<file path="config.mk">
export PLATFORM = sky130hd
export DESIGN_NAME = aes_round_ctrl
export DESIGN_NICKNAME = d
export VERILOG_FILES = /design/src/rtl/aes_round_ctrl.sv
export SDC_FILE = /design/constraint.sdc
export NUM_CORES = 1
export LEC_CHECK = 0
export BUFFER_PORTS_ARGS = -buffer_cell sky130_fd_sc_hd__buf_2
export CAP_MARGIN = 40
export CORE_MARGIN = 5
export CORE_UTILIZATION = 40
export DETAILED_ROUTE_END_ITERATION = 6
export MAX_ROUTING_LAYER = met4
export PLACE_DENSITY = 0.74
export SLEW_MARGIN = 5
export SYNTH_ARGS = -nofsm -noshare
export SYNTH_HDL_FRONTEND = slang
export SYNTH_SLANG_ARGS = --single-unit
</file>
<file path="constraint.sdc">
create_clock -name CLK -period 3.03 [get_ports CLK]
set_clock_uncertainty 0.1 [all_clocks]
set_input_delay 0.1515 -clock CLK [delete_from_list [all_inputs] [get_ports CLK]]
set_output_delay 0.1515 -clock CLK [all_outputs]
set_load 0.01 [all_outputs]
</file>
<file path="src/rtl/aes_round_ctrl.sv">
// -----------------------------------------------------------------------------
// aes_round_ctrl
//
// Sequencer for a 16-byte AES state memory (data_Mem). A block is processed
// in three phases:
//   1. LOAD   : plaintext bytes arrive on In_Valid/In_Data. Each byte is XORed
//               with round-0 key byte idx and written to address idx, which
//               applies the initial AddRoundKey during the load.
//   2. ROUNDS : NR rounds. Each round is a SubBytes pass (read/write per byte),
//               one ShiftRows cycle, one MixColumns cycle (skipped in round NR)
//               and an AddRoundKey pass (read/write per byte).
//   3. OUTPUT : the 16 ciphertext bytes are read back in address order and
//               handed out with a valid/ready handshake.
// The S-box and round-key storage are external combinational lookups.
//
// Ports
//   CLK, RST        clock (rising edge), asynchronous active-low reset
//   Start           begins a block when idle
//   In_Valid/In_Data/In_Ready     plaintext byte stream (In_Ready only in LOAD)
//   Key_Round/Key_Addr/Key_Data   round-key byte lookup
//   Sb_In/Sb_Out                  S-box lookup
//   Mem_CS/Mem_RWSM/Mem_Add/Mem_DataIN/Mem_DataOUT   data_Mem port
//                                 RWSM: 00 read, 01 write, 10 shift, 11 mix
//   Out_Valid/Out_Data/Out_Ready  ciphertext byte stream, address order 0..15
//   Busy            high in every state except IDLE
//   Round_Cnt       current round, 0 during LOAD
//
// Parameter NR (number of rounds) must lie in 1..14.
// -----------------------------------------------------------------------------
module aes_round_ctrl #(
  parameter int NR = 10
) (
  input  logic       CLK,
  input  logic       RST,
  input  logic       Start,
  input  logic       In_Valid,
  input  logic [7:0] In_Data,
  output logic       In_Ready,
  output logic [3:0] Key_Round,
  output logic [3:0] Key_Addr,
  input  logic [7:0] Key_Data,
  output logic [7:0] Sb_In,
  input  logic [7:0] Sb_Out,
  output logic       Mem_CS,
  output logic [1:0] Mem_RWSM,
  output logic [3:0] Mem_Add,
  output logic [7:0] Mem_DataIN,
  input  logic [7:0] Mem_DataOUT,
  output logic       Out_Valid,
  output logic [7:0] Out_Data,
  input  logic       Out_Ready,
  output logic       Busy,
  output logic [3:0] Round_Cnt
);

  localparam logic [3:0] LAST_ROUND = 4'(NR);
  localparam logic [3:0] LAST_IDX   = 4'd15;

  localparam logic [1:0] OP_READ  = 2'b00;
  localparam logic [1:0] OP_WRITE = 2'b01;
  localparam logic [1:0] OP_SHIFT = 2'b10;
  localparam logic [1:0] OP_MIX   = 2'b11;

  typedef enum logic [3:0] {
    S_IDLE    = 4'd0,
    S_LOAD    = 4'd1,
    S_SUB_RD  = 4'd2,
    S_SUB_WR  = 4'd3,
    S_SHIFT   = 4'd4,
    S_MIX     = 4'd5,
    S_ARK_RD  = 4'd6,
    S_ARK_WR  = 4'd7,
    S_OUT_RD  = 4'd8,
    S_OUT_VLD = 4'd9
  } state_t;

  state_t     state_reg;
  logic [3:0] idx_reg;
  logic [3:0] round_reg;

  // ---------------------------------------------------------------------------
  // Sequencing. idx_reg is a 4-bit counter, so every pass wraps 15 -> 0 by
  // itself and the next pass always starts at address 0.
  // ---------------------------------------------------------------------------
  always_ff @(posedge CLK or negedge RST) begin
    if (!RST) begin
      state_reg <= S_IDLE;
      idx_reg   <= '0;
      round_reg <= '0;
    end else begin
      case (state_reg)
        S_IDLE: begin
          if (Start) begin
            state_reg <= S_LOAD;
            idx_reg   <= '0;
            round_reg <= '0;
          end
        end

        S_LOAD: begin
          // Gaps in In_Valid simply stall here.
          if (In_Valid) begin
            idx_reg <= idx_reg + 4'd1;
            if (idx_reg == LAST_IDX) begin
              state_reg <= S_SUB_RD;
              round_reg <= 4'd1;
            end
          end
        end

        S_SUB_RD: state_reg <= S_SUB_WR;

        S_SUB_WR: begin
          idx_reg   <= idx_reg + 4'd1;
          state_reg <= (idx_reg == LAST_IDX) ? S_SHIFT : S_SUB_RD;
        end

        // The final round has no MixColumns.
        S_SHIFT: state_reg <= (round_reg < LAST_ROUND) ? S_MIX : S_ARK_RD;

        S_MIX: state_reg <= S_ARK_RD;

        S_ARK_RD: state_reg <= S_ARK_WR;

        S_ARK_WR: begin
          idx_reg <= idx_reg + 4'd1;
          if (idx_reg == LAST_IDX) begin
            if (round_reg < LAST_ROUND) begin
              round_reg <= round_reg + 4'd1;
              state_reg <= S_SUB_RD;
            end else begin
              state_reg <= S_OUT_RD;
            end
          end else begin
            state_reg <= S_ARK_RD;
          end
        end

        S_OUT_RD: state_reg <= S_OUT_VLD;

        S_OUT_VLD: begin
          if (Out_Ready) begin
            idx_reg <= idx_reg + 4'd1;
            if (idx_reg == LAST_IDX) begin
              state_reg <= S_IDLE;
              round_reg <= '0;
            end else begin
              state_reg <= S_OUT_RD;
            end
          end
        end

        default: begin
          state_reg <= S_IDLE;
          idx_reg   <= '0;
          round_reg <= '0;
        end
      endcase
    end
  end

  // ---------------------------------------------------------------------------
  // Output decode from the registered state. Everything is a function of
  // state_reg/idx_reg/round_reg except the LOAD write, which must follow
  // In_Valid in the same cycle, and the data paths that combine the
  // combinational key/S-box responses with Mem_DataOUT. Mem_DataOUT holds its
  // last read value, so it is safe to use in the cycle after each read.
  // ---------------------------------------------------------------------------
  always_comb begin
    In_Ready   = 1'b0;
    Key_Round  = '0;
    Key_Addr   = '0;
    Sb_In      = '0;
    Mem_CS     = 1'b0;
    Mem_RWSM   = OP_READ;
    Mem_Add    = '0;
    Mem_DataIN = '0;
    Out_Valid  = 1'b0;
    Out_Data   = '0;

    case (state_reg)
      S_LOAD: begin
        In_Ready = 1'b1;
        Key_Addr = idx_reg;
        if (In_Valid) begin
          Mem_CS     = 1'b1;
          Mem_RWSM   = OP_WRITE;
          Mem_Add    = idx_reg;
          Mem_DataIN = In_Data ^ Key_Data;
        end
      end

      S_SUB_RD: begin
        Mem_CS   = 1'b1;
        Mem_RWSM = OP_READ;
        Mem_Add  = idx_reg;
      end

      S_SUB_WR: begin
        Sb_In      = Mem_DataOUT;
        Mem_CS     = 1'b1;
        Mem_RWSM   = OP_WRITE;
        Mem_Add    = idx_reg;
        Mem_DataIN = Sb_Out;
      end

      S_SHIFT: begin
        Mem_CS   = 1'b1;
        Mem_RWSM = OP_SHIFT;
      end

      S_MIX: begin
        Mem_CS   = 1'b1;
        Mem_RWSM = OP_MIX;
      end

      S_ARK_RD: begin
        Key_Round = round_reg;
        Key_Addr  = idx_reg;
        Mem_CS    = 1'b1;
        Mem_RWSM  = OP_READ;
        Mem_Add   = idx_reg;
      end

      // Key lookup stays pointed at the same byte so Key_Data is valid here.
      S_ARK_WR: begin
        Key_Round  = round_reg;
        Key_Addr   = idx_reg;
        Mem_CS     = 1'b1;
        Mem_RWSM   = OP_WRITE;
        Mem_Add    = idx_reg;
        Mem_DataIN = Mem_DataOUT ^ Key_Data;
      end

      S_OUT_RD: begin
        Mem_CS   = 1'b1;
        Mem_RWSM = OP_READ;
        Mem_Add  = idx_reg;
      end

      // No memory access while waiting, so the read data stays put.
      S_OUT_VLD: begin
        Out_Valid = 1'b1;
        Out_Data  = Mem_DataOUT;
      end

      default: ;
    endcase
  end

  assign Busy      = (state_reg != S_IDLE);
  assign Round_Cnt = round_reg;

endmodule

</file>
==> reports/metrics.yaml <==
logic_synthesis:
  seq_area_frac_synth: 0.2102
  synth_fp_nets: 221
  synth.distinct_cells: 54
  synth-seq-cells: 12
  avgSynthCellArea_sq_um: 7.851
  async_flop_share: 1.000
  syn-cell-area_sq_um: 1429
  yosys.area.top_type: "dfrtp_1"
  yosys_warnings: 0
  synth_flop_cell: "dfrtp_1"
  synth_area_leaders: "dfrtp_1 21%, and2_1 8.8%, a221o_1 5.6%"
  synth_top_area_frac: 0.2102
  syn_inst: 182
  synth_edf_count: 0
detailed_routing:
  first_iter_violations: 111
  vias: 1709
  avgRoutedWirePerCell_microns: 15.12
  viasPerCell: 5.640
  wirelength_microns: 4582
  detail_route.first_pass.iterations: 4
  drtAntennaViolNets: 0
  route.detailed.drc: 0
layout:
  antenna_cells: 0
  area.sequential_sq_um: 300.3
  postLayoutCellArea_sq_um: 1891
  drive_gt1_frac: 0.3813
  n_fill_cell: 314
  syn2layout_area_growth_pct: 32.31
  multi_input_area_sq_um: 1023
  finalNetCount: 297
floorplan:
  start_util: 0.4216
  dieArea_sq_um: 4867
  placementRows: 21
  die_w_microns: 69.77
  chipHeight_microns: 69.77
  core_sq_um: 3390
  io_pins: 83
power:
  ir_drop_uv: 333.0
  leakagePower_uw: 0.0009306
  p_per_area_nw_per_um2: 598.4
  clockPowerShare: 0.108
  power.internal_uw: 597.2
  power_frac_seq: 0.243
  switching_power_uw: 534.0
  p_comb_frac: 0.649
  swShare: 0.4720
timing:
  rsz0062_at_grt: "no"
  fin_crit_sh: 0.8352
  setup_tns_ns: 0
  fmax_mhz: 395.1
  hold_viol: 0
  maxSlewHeadroom: 0.4586
  setup_viol: 0
  min_period_ns: 2.531
  worstMarginPinSlew_ns: 0.8100
  finalMaxSlewViolations: 0
clock_network:
  clockBufferDepth: 2
  cts_sinks: 12
  htreeDepth: 1
  cts_tree: "built"
  hold_buffers: 1
  clock-root-buffer: "clkbuf_4"
  clock_latency_ns: 0.26
  cts_resized: 0
  cts_setup_buffers: 0
  cts.clk_slew.worst_paths_ns: 0.07
  cts_made_buffers: 3
worst_setup_path:
  start_kind: "register"
  crit_path_max_incr_delay_ns: 0.78
  reg2reg_from: "state_reg[3]$_DFFE_PN0P_"
  cp_max_fo: 20
  r2r_end: "Round_Cnt[0]$_DFFE_PN0P_"
  endpoint_kind: "output port"
  slowest_stage: "nor4b_2"
  path_cells: "inv_1 > nor4b_2 > and2_1 > buf_2"
  crit_type: "register to output port"
  worstPathArrival_ns: 2.28
  r2r_cells: 4
  worstPathRequired_ns: 2.78
  r2r_setup_slack_ns: 0.85
min_path:
  hold_class: "primary input to register"
  hp-start: "Out_Ready"
  hold-path-endpoint: "state_reg[3]$_DFFE_PN0P_"
  hold_depth: 2
global_route:
  grt_pass1_wl_microns: 7693
  grt-ovfl-total: 0
  gr-usage-all-layers: 0.1893
  antenna_found_initial: 0
  grt_max_degree: 23
  grt_pass1_vias: 1542
placement:
  gp_congestion: 0.8791
  dpl_cell_area_sq_um: 1844
  io_buffers: 82
  dp_hpwl_microns: 3647
status:
  status: "finished clean"
run:
  drv_cap: 0
cells in the final DEF, fill, tap and decap left out, types with 3 or more instances in the layout:
master,synthesis,layout
a21oi_1,5,5
nand2b_1,3,3
nor2_1,14,14
a21o_1,4,4
buf_2,7,82
a32oi_1,8,8
a221o_1,8,8
nor3_1,6,6
dfrtp_1,12,12
inv_1,10,10
nand2_1,13,13
xnor2_1,3,3
mux2i_1,3,3
clkbuf_4,0,3
and2_1,20,20
o22ai_1,10,10
nor2b_1,3,3
a211oi_1,4,4
worst max-delay path by stage:
stage                                   from                       end  slack, ns  cells after the start
finish              state_reg[0]$_DFFE_PN0P_               Out_Data[7]       0.50                      4
floorplan             idx_reg[0]$_DFFE_PN0P_  Round_Cnt[2]$_DFFE_PN0P_       1.28                      5
CTS                 state_reg[0]$_DFFE_PN0P_               Out_Data[7]       0.54                      4
global placement    state_reg[0]$_DFFE_PN0P_               Out_Data[0]       0.86                      4
global route        state_reg[0]$_DFFE_PN0P_               Out_Data[3]       0.32                      4
detailed placement  state_reg[0]$_DFFE_PN0P_               Out_Data[7]       0.84                      4
critical path: cells and delay by family, from the launching register on:
| family | cells | cell delay [ns] |
|---|---|---|
| and+or+nand+nor | 2 | 1.00 |
| buffers and inverters | 2 | 0.35 |
| DFF | 1 | 0.67 |
power groups by stage:
stage	sequential (uW)	clock [uW]	combinational (uW)
floorplan	219	0	578
global route	288	134	812
global placement	276	0	730
CTS	273	128	737
finish	275	122	734
detailed placement	277	0	733
cells in the mapped netlist (all sizes together) (2+ instances only):
cell / number
a211oi: 4
dfrtp: 12
nor4: 2
a32oi: 8
xnor2: 3
a21oi: 6
ha: 2
buf: 9
nand3: 2
a2111oi: 3
or3: 2
a21o: 4
o31ai: 2
clkbuf: 5
nand2: 13
nor2: 14
a221o: 8
o32ai: 3
or2: 4
o21ai: 3
nor3: 6
o22ai: 10
nor2b: 3
mux2i: 3
nor4b: 2
inv: 10
nand2b: 3
and2: 20
a31oi: 3
per-layer routing:
metal | track usage | vias to the layer above | routed length [microns]
li1 | - | 847 | -
met1 | 0.2528 | 787 | 2018
met2 | 0.3033 | 71 | 2184
met3 | 0.03043 | 4 | 345
met4 | 0.03617 | 0 | 34
met5 | - | - | 0
per-stage QoR:
| step | setup slack, ns | hold WS [ns] | power (uW) | util | std cells |
|---|---|---|---|---|---|
| floorplan | 1.277 | -0.2441 | 797.1 | - | 182 |
| global placement | 0.8632 | -0.06344 | 1005 | 0.5441 | 298 |
| detailed placement | 0.8374 | -0.05790 | 1010 | 0.5441 | 298 |
| CTS | 0.5367 | 0.009507 | 1138 | 0.5578 | 303 |
| global route | 0.3235 | 0.02736 | 1234 | 0.5578 | 303 |
| finish | 0.4993 | 0.02248 | 1131 | 0.5578 | 303 |
layout make-up:
| class | instances | share of cell area |
|---|---|---|
| flip-flops and latches | 12 | 0.1588 |
| inverters | 10 | 0.01985 |
| well taps | 46 | 0.03044 |
| multi-input cells | 146 | 0.5414 |
| repair buffers | 85 | 0.2303 |
| clock buffers | 4 | 0.01919 |
kinds of logic (layout without fill, tap and decap cells):
logic type	count (synthesis)	count (layout)	synth area share
xor gates and xnor gates	3	3	0.01839
adders and majority gates	2	2	0.01751
and+or+nand+nor	77	77	0.3056
DFF	12	12	0.2102
buffers and inverters	24	99	0.07355
muxes	3	3	0.02102
AOI/OAI and AO/OA	61	61	0.3538
Power figures use the tool's default switching activity.
